<file path="config.mk">
export PLATFORM = sky130hd
export DESIGN_NAME = vedic_seq_8x8
export DESIGN_NICKNAME = d
export VERILOG_FILES = /design/src/rtl/vedic_seq_8x8.sv
export SDC_FILE = /design/constraint.sdc
export NUM_CORES = 1
export LEC_CHECK = 0
export CORE_MARGIN = 2
export CORE_UTILIZATION = 35
export DETAILED_ROUTE_END_ITERATION = 7
export GPL_TIMING_DRIVEN = 0
export SLEW_MARGIN = 20
export SYNTH_ARGS = -nofsm -noshare
export SYNTH_HDL_FRONTEND = slang
export SYNTH_SLANG_ARGS = --single-unit
</file>
<file path="constraint.sdc">
create_clock -name clk -period 8.95 [get_ports clk]
set_input_delay 1.79 -clock clk [delete_from_list [all_inputs] [get_ports clk]]
set_output_delay 1.79 -clock clk [all_outputs]
set_load 0.02 [all_outputs]
</file>
<file path="src/rtl/vedic_seq_8x8.sv">
// vedic_seq_8x8: sequential 8x8 unsigned multiplier built on one vedic_4x4 core.
// Each operand is split into nibbles; the four nibble products are pushed
// through the core one per cycle and shift-accumulated into a 16-bit result.
// Valid/ready on both sides. Optional build macro VEDIC_SEQ_ZERO_SKIP_EN
// short-circuits a zero operand straight to DONE on the accept edge.

// 2x2 vedic cell: crosswise partial products with a half-adder chain.
module vedic_2x2 (
  input  logic [1:0] a,
  input  logic [1:0] b,
  output logic [3:0] p
);
  logic t1, t2, t3, c1;
  assign t1   = a[1] & b[0];
  assign t2   = a[0] & b[1];
  assign t3   = a[1] & b[1];
  assign c1   = t1 & t2;
  assign p[0] = a[0] & b[0];
  assign p[1] = t1 ^ t2;
  assign p[2] = t3 ^ c1;
  assign p[3] = t3 & c1;
endmodule

// 4x4 vedic core: four 2x2 cells, outer/cross products summed with shifts.
module vedic_4x4 (
  input  logic [3:0] a,
  input  logic [3:0] b,
  output logic [7:0] p
);
  logic [3:0][3:0] q;

  // cell gi takes a-half gi[0] and b-half gi[1]
  for (genvar gi = 0; gi < 4; gi++) begin : g_cell
    vedic_2x2 u_cell (
      .a (gi[0] ? a[3:2] : a[1:0]),
      .b (gi[1] ? b[3:2] : b[1:0]),
      .p (q[gi])
    );
  end

  assign p = {4'b0, q[0]} + {2'b0, q[1], 2'b0} + {2'b0, q[2], 2'b0} + {q[3], 4'b0};
endmodule

module vedic_seq_8x8 #(
  parameter bit HOLD_LAST = 1'b1
) (
  input  logic        clk,
  input  logic        rst,
  input  logic        in_valid,
  output logic        in_ready,
  input  logic [7:0]  a,
  input  logic [7:0]  b,
  output logic        out_valid,
  input  logic        out_ready,
  output logic [15:0] out_product,
  output logic        busy
);
  typedef enum logic [1:0] {IDLE, CALC, DONE} state_t;

  state_t      state;
  logic [1:0]  step;
  logic [7:0]  ra, rb;
  logic [15:0] acc;

  logic [3:0]  na, nb;
  logic [7:0]  pp;
  logic [1:0]  nsum;
  logic [3:0]  shamt;
  logic [15:0] pp_sh, acc_nxt;

  assign in_ready = (state == IDLE);
  assign busy     = (state != IDLE);

  // step[0] picks the ra nibble, step[1] the rb nibble; shift is 4 per high nibble
  assign na      = step[0] ? ra[7:4] : ra[3:0];
  assign nb      = step[1] ? rb[7:4] : rb[3:0];
  assign nsum    = {1'b0, step[0]} + {1'b0, step[1]};
  assign shamt   = {nsum, 2'b00};
  assign pp_sh   = {8'b0, pp} << shamt;
  assign acc_nxt = acc + pp_sh;

  vedic_4x4 u_core (
    .a (na),
    .b (nb),
    .p (pp)
  );

  // control FSM plus accumulator and registered outputs
  always_ff @(posedge clk) begin
    if (rst) begin
      state       <= IDLE;
      step        <= 2'd0;
      ra          <= 8'd0;
      rb          <= 8'd0;
      acc         <= 16'd0;
      out_valid   <= 1'b0;
      out_product <= 16'd0;
    end else begin
      case (state)
        IDLE: begin
          if (in_valid) begin
            ra    <= a;
            rb    <= b;
            acc   <= 16'd0;
            step  <= 2'd0;
`ifdef VEDIC_SEQ_ZERO_SKIP_EN
            if (a == 8'd0 || b == 8'd0) begin
              out_product <= 16'd0;
              out_valid   <= 1'b1;
              state       <= DONE;
            end else begin
              state <= CALC;
            end
`else
            state <= CALC;
`endif
          end
        end
        CALC: begin
          acc  <= acc_nxt;
          step <= step + 2'd1;
          if (step == 2'd3) begin
            out_product <= acc_nxt;
            out_valid   <= 1'b1;
            state       <= DONE;
          end
        end
        DONE: begin
          if (out_ready) begin
            out_valid <= 1'b0;
            state     <= IDLE;
            if (!HOLD_LAST) out_product <= 16'd0;
          end
        end
        default: state <= IDLE;
      endcase
    end
  end
endmodule

</file>
=== Word-level counts from Yosys, hierarchy flattened ===
Index checks and enable logic that the tools add are counted.

* Mux-type cells: 13
* Reduce and logical (&&, ||, !) cells: 9
* Bitwise operators: 32
* Eq/ne operators: 6
* $add $sub $neg: 6
* Shift operators: 1

{| class="wikitable"
|+ Operator list
! cell !! number
|-
| one-hot mux 16 bit (2 select lines) || 1
|-
| AND 1 bit || 24
|-
| adder 16 bit || 1
|-
| two-way mux 16 bit || 1
|-
| << shifter 8 x 4 -> 16 bit || 1
|-
| adder 8 x 6 -> 8 bit || 1
|-
| adder 8 bit || 1
|-
| two-way mux 2 bit || 4
|-
| two-way mux 4 bit || 2
|-
| XOR 1 bit || 8
|-
| adder 4 x 6 -> 7 bit || 1
|-
| inequality test 2 bit (second input constant) || 3
|-
| one-hot mux 2 bit (3 select lines) || 1
|-
| AND reduction 2 bit || 3
|-
| AND reduction 3 bit || 2
|-
| nonzero test 2 bit || 3
|-
| == test 2 bit (second input constant) || 2
|-
| one-hot mux 2 bit (2 select lines) || 1
|-
| adder 1 x 1 -> 2 bit || 1
|-
| adder 2 x 1 -> 2 bit (second input constant) || 1
|-
| == test 2 x 1 -> 1 bit (second input constant) || 1
|-
| logical NOT 2 bit || 1
|-
| two-way mux 1 bit || 2
|-
| one-hot mux 1 bit (2 select lines) || 1
|}

* Output and inout bits: 19
* Bits in registers: 53
* Word-level logic and storage cells: 74

=== Longest topological paths before layout ===
* Word-level depth: 10
* Mapped depth: 25
* Depth with buffers taken out: 24

=== Hierarchy ===
From an unflattened synthesis, not the netlist that was laid out.

* Cell total of the unflattened synthesis: 424
* Area, all modules: 3497.1 um2

{| class="wikitable"
|+ Modules (own cells, without submodules)
! module !! times used !! cells each !! area each (um2) !! sequential area each (um2)
|-
| vedic_seq_8x8 || 1 || 373 || 3047.9 || 1061.0
|-
| vedic_4x4 || 1 || 27 || 249.0 || 0.0
|-
| vedic_2x2 || 4 || 6 || 50.0 || 0.0
|}

=== Worst setup path after synthesis ===
No wires, ideal clock.

* Path kind: register -> register
* Start: register step[1]
* End: register out_product[14]
* Setup time: 120 ps
* Setup slack: 3592 ps
* Data arrival time: 5238 ps
* Path buffers: 1
* Cell stages (with the launch flop): 26
* Required time: 8830 ps
* Period minus slack after synthesis: 5358 ps
* Cell sequence: dfxtp_1 -> clkbuf_1 -> mux2i_1 -> nor2_1 -> ha_1 -> ha_1 -> ha_1 -> inv_1 -> fa_1 -> xor2_1 -> fa_1 -> inv_1 -> ha_1 -> a21o_1 -> a21oi_1 -> xnor2_1 -> mux2i_1 -> nor2_1 -> ha_1 -> a21o_1 -> a21oi_2 -> o21ai_0 -> o21bai_2 -> a221oi_2 -> or4_1 -> nand3_1

* Word-level cells in the longest chain between the ends: 9

{| class="wikitable"
|+ Ends and longest elaborated chain
! element !! line !! text
|-
| start, declared || 61 || <nowiki>logic [1:0] step;</nowiki>
|-
| start signal, assigned || 121 || <nowiki>step <= step + 2'd1;</nowiki>
|-
| two-way mux 4 bit || 76 || <nowiki>assign nb = step[1] ? rb[7:4] : rb[3:0];</nowiki>
|-
| AND 1 bit, on equally long branches || 14, 15 ||
|-
| AND 1 bit || 17 || <nowiki>assign c1 = t1 & t2;</nowiki>
|-
| XOR 1 bit / AND 1 bit (equally long branches) || 20, 21 ||
|-
| adder 4 x 6 -> 7 bit || 41 || <nowiki>assign p = {4'b0, q[0]} + {2'b0, q[1], 2'b0} + {2'b0, q[2], 2'b0} + {q[3], 4'b0};</nowiki>
|-
| adder 8 x 6 -> 8 bit || 41 ||
|-
| adder 8 bit || 41 ||
|-
| << shifter 8 x 4 -> 16 bit || 79 || <nowiki>assign pp_sh = {8'b0, pp} << shamt;</nowiki>
|-
| adder 16 bit || 80 || <nowiki>assign acc_nxt = acc + pp_sh;</nowiki>
|-
| end signal, assigned || 123 || <nowiki>out_product <= acc_nxt;</nowiki>
|-
| end, declared || 55 || <nowiki>output logic [15:0] out_product,</nowiki>
|}

Parallel ways exist; a longest one is shown, timed or not.
A chain may end at the register's enable or synchronous reset.

=== Final worst setup path ===
* Start: register step[1]
* End: register acc[15]

* Word-level cells in the longest chain between the ends: 10

{| class="wikitable"
|+ Ends and longest elaborated chain
! element !! line !! text
|-
| two-way mux 4 bit || 76 ||
|-
| AND 1 bit, on equally long branches || 14, 15 ||
|-
| AND 1 bit || 17 ||
|-
| XOR 1 bit / AND 1 bit (equally long branches) || 20, 21 ||
|-
| adder 4 x 6 -> 7 bit || 41 ||
|-
| adder 8 x 6 -> 8 bit || 41 ||
|-
| adder 8 bit || 41 ||
|-
| << shifter 8 x 4 -> 16 bit (*) || 79 ||
|-
| adder 16 bit (*) || 80 ||
|-
| one-hot mux 16 bit (2 select lines) (*) || 99 || <nowiki>case (state)</nowiki>
|-
| end signal, assigned || 120 || <nowiki>acc <= acc_nxt;</nowiki>
|-
| end, declared || 63 || <nowiki>logic [15:0] acc;</nowiki>
|}

Every way passes the cells marked *; elsewhere a longest branch is shown, timed or not.

==> flow_metrics.env <==
export IMPL_outcome="finished, final reports clean"
export IMPL_placedInstanceArea_sq_um=3990
export IMPL_worstReg2RegStart="step[1]"
export IMPL_max_freq_ghz=0.162
export IMPL_synth_compound_area_share_pct=18.7
export IMPL_nFillCells=988
export IMPL_nets=542
export IMPL_grt_max_degree=15
export IMPL_worstReg2RegEnd="acc[15]"
export IMPL_port_buffers=37
export IMPL_synthCells=441
export IMPL_num_rows=36
export IMPL_rr_worst_depth=21
export IMPL_clkPwrFrac_pct=30.3
export IMPL_fin_crit_sh_pct=69.0
export IMPL_critical_path_class="flip-flop to flip-flop"
export IMPL_grt_pass1_vias=3110
export IMPL_die_w_um=103
export IMPL_tightest_slew_ns=0.680
export IMPL_dp_hpwl_mm=6.86
export IMPL_die_area_sq_um=10700
export IMPL_core_sq_um=9680
export IMPL_pwr_density_cell_nw_per_um2=109
export IMPL_grt_pass1_wl_mm=14.5
export IMPL_synthSimpleGateAreaFrac_pct=24.2
export IMPL_clock_path_buffers=2
export IMPL_syn_num_nets=498
export IMPL_cts_made_buffers=5
export IMPL_critPathRequiredTime_ns=9.15
export IMPL_peakVddDrop_mv=0.0589
export IMPL_internal_power_uw=322
export IMPL_max_cap_violations=0
export IMPL_vias_per_cell=5.10
export IMPL_seqPwrFrac_pct=54.9
export IMPL_hold_viol_final=0
export IMPL_hold_class="flip-flop to flip-flop"
export IMPL_setup_violations_final=0
export IMPL_antennaDiodeCount=0
export IMPL_relSlewSlack_pct=54.5
export IMPL_ys_warn_count=0
export IMPL_wl_mm=8.76
export IMPL_start_kind="flip-flop"
export IMPL_syn_to_final_growth_pct=17.8
export IMPL_switching_share_pct=27.7
export IMPL_die_y_um=103
export IMPL_io_pins=39
export IMPL_final_area_sq_um=4070
export IMPL_skew_ns=0.0117
export IMPL_start_util_pct=35.7
export IMPL_vias=3155
export IMPL_wl_per_cell_um=14.1
export IMPL_clk_pin_slew_ns=0.09
export IMPL_fin_crit_ns=6.17
export IMPL_synth_xor_area_share_pct=3.80
export IMPL_grt_antenna_before_repair=0
export IMPL_grt_overflow=0
export IMPL_synthAdderAreaFrac_pct=14.5
export IMPL_multi_input_area_sq_um=2220
export IMPL_synth_main_ff_cell="dfxtp_1"
export IMPL_drive_gt1_share_pct=3.91
export IMPL_dp_cells=611
export IMPL_async_reset_ff_share_pct=0
export IMPL_r2r_setup_slack_ns=2.78
export IMPL_synth_top_family_by_area="simple AND/OR/NAND/NOR gates"
export IMPL_routabilityCongestion=0.850
export IMPL_syn_area_sq_um=3460
export IMPL_seq_area_sq_um=1060
export IMPL_yosys_top_cells_area="dfxtp_1 (31%), ha_1 (12%), a21oi_1 (8.4%), nand2_1 (7.9%), nor2_1 (4.9%)"
export IMPL_ys_ff_latch=53
export IMPL_avgSynthCellArea_sq_um=7.84
export IMPL_drv_slew=0
export IMPL_fin_util_pct=42.1
export IMPL_antenna_left=0
export IMPL_post_cts_setup_buffer_count=0
export IMPL_cts_tree="yes"
export IMPL_crit_fanout=5
export IMPL_arrival_ns=6.37
export IMPL_hold_worst_slack_ns=0.457
export IMPL_rsz0062_at_grt="no"
export IMPL_synthMuxAreaShare_pct=3.19
export IMPL_route_detailed_drc=0
export IMPL_synth_cell_types=49
export IMPL_drtIter0Drc=183
export IMPL_p_leak_uw=0.00164
export IMPL_grtUsageTotal_pct=17.2
export IMPL_worstSetupEndpoint="acc[15]"
export IMPL_end_kind="flip-flop"
export IMPL_startpoint="step[1]"
export IMPL_h_tree_depth=2
export IMPL_instances_no_fill=619
export IMPL_synth_top_area_share_pct=30.7
export IMPL_insertion_delay_ns=0.31
export IMPL_clock_sinks=53
export IMPL_yosysSeqAreaShare_pct=30.7
export IMPL_root_buffer="clkbuf_8"
export IMPL_combPwrFrac_pct=14.8
export IMPL_cts_hold_buf=0
export IMPL_cts_resized=0
export IMPL_synth_edff_count=0
export IMPL_timing_setup_tns_ns=0
export IMPL_p_switching_uw=123
export IMPL_drtPass1Iterations=5
export IMPL_synth_area_leader_cell="dfxtp_1"
## how the worst min path moves through the flow
stage | cells past startpoint | slack, ns | start | to
after global placement | 2 | 0.44 | out_product[11] | out_product[11]
final | 2 | 0.46 | ra[3] | ra[3]
after global routing | 2 | 0.49 | out_product[13] | out_product[13]
after floorplan | 2 | 0.44 | ra[0] | ra[0]
after detailed placement | 2 | 0.45 | ra[3] | ra[3]
after CTS | 2 | 0.46 | ra[3] | ra[3]
## kinds of logic (layout without fill, tap and decap cells)
logic type	count (synthesis)	in the layout
simple gates	180	180
compound gates	101	101
flops	53	53
buf+inv	44	89
fa+ha+maj	37	37
xor+xnor	15	15
mux	11	11
## placed cells by master, fill, tap and decap left out, types with 19 or more instances in the layout
cell              n
clkbuf_1         19
clkdlybuf4s50_1  37
inv_1            22
dfxtp_1          53
nor2_1           45
nand3_1          19
ha_1             32
a21oi_1          58
nand2_1          73
## worst max-delay path, cell delays in order (launching register included)
cell	delay, ns
dfxtp_1	0.33
clkbuf_1	0.29
mux2i_1	0.54
nor2_1	0.11
ha_1	0.22
ha_1	0.28
ha_1	0.16
inv_1	0.05
fa_1	0.37
xor2_1	0.19
fa_1	0.53
fa_1	0.47
nand2b_1	0.20
a2111o_1	0.45
a31oi_1	0.22
ha_1	0.31
nand4_1	0.12
a21oi_1	0.40
o31ai_1	0.16
a22oi_1	0.33
nor4_1	0.09
a211o_1	0.23
## area by class of cell
type / instances / share of cell area (%)
buffer: 22 / 2.15
clock buffer: 8 / 1.97
inverter: 22 / 2.03
multi-input combinational: 344 / 54.6
sequential: 53 / 26.1
tap: 133 / 4.09
timing repair buffer: 37 / 9.09
## Yosys cell counts (2+ instances only)
library cell  number
nand2_1           73
a21oi_1           58
dfxtp_1           53
nor2_1            45
ha_1              32
inv_1             22
nand3_1           19
clkbuf_1          16
mux2i_1           11
xnor2_1           11
o21ai_0            9
a21o_1             7
nand2b_1           6
fa_1               5
nor3_1             5
a22o_1             4
buf_2              4
nand4b_1           4
nor2b_1            4
xor2_1             4
a31oi_1            3
and2_1             3
nand4_1            3
nor3b_1            3
nor4_1             3
o21a_1             3
a211o_1            2
a211oi_1           2
a21oi_2            2
buf_1              2
nor4b_1            2
o31ai_1            2
or3_1              2
or4_1              2
## per-stage QoR
stage          total power [uW]  setup slack, ns
6_report                    446             2.78
5_1_grt                     464             2.45
4_1_cts                     449             2.73
3_5_place_dp                317             2.75
3_3_place_gp                315             2.83
2_1_floorplan               291             3.59
## sequential cells by signal, indices dropped and copies added (netlist names)
signal / flops
acc: 16
out_product: 16
out_valid: 1
ra: 8
rb: 8
state: 2
step: 2
## layer usage
layer | track usage [%] | wire [um] | vias to the layer above
li1 | - | - | 1615
met1 | 22.8 | 4240 | 1498
met2 | 29.2 | 4190 | 35
met3 | 1.88 | 198 | 7
met4 | 5.36 | 129 | 0
met5 | 0 | 0 | -
## power groups by stage
stage	Clock [uW]	Sequential [uW]	Combinational, uW
floorplan	0	249	41.8
global route	146	246	72.7
detailed placement	0	250	66.5
CTS	137	245	66.8
finish	135	245	65.8
global placement	0	250	65.4
Note: power is estimated with default switching activity, not from simulation.
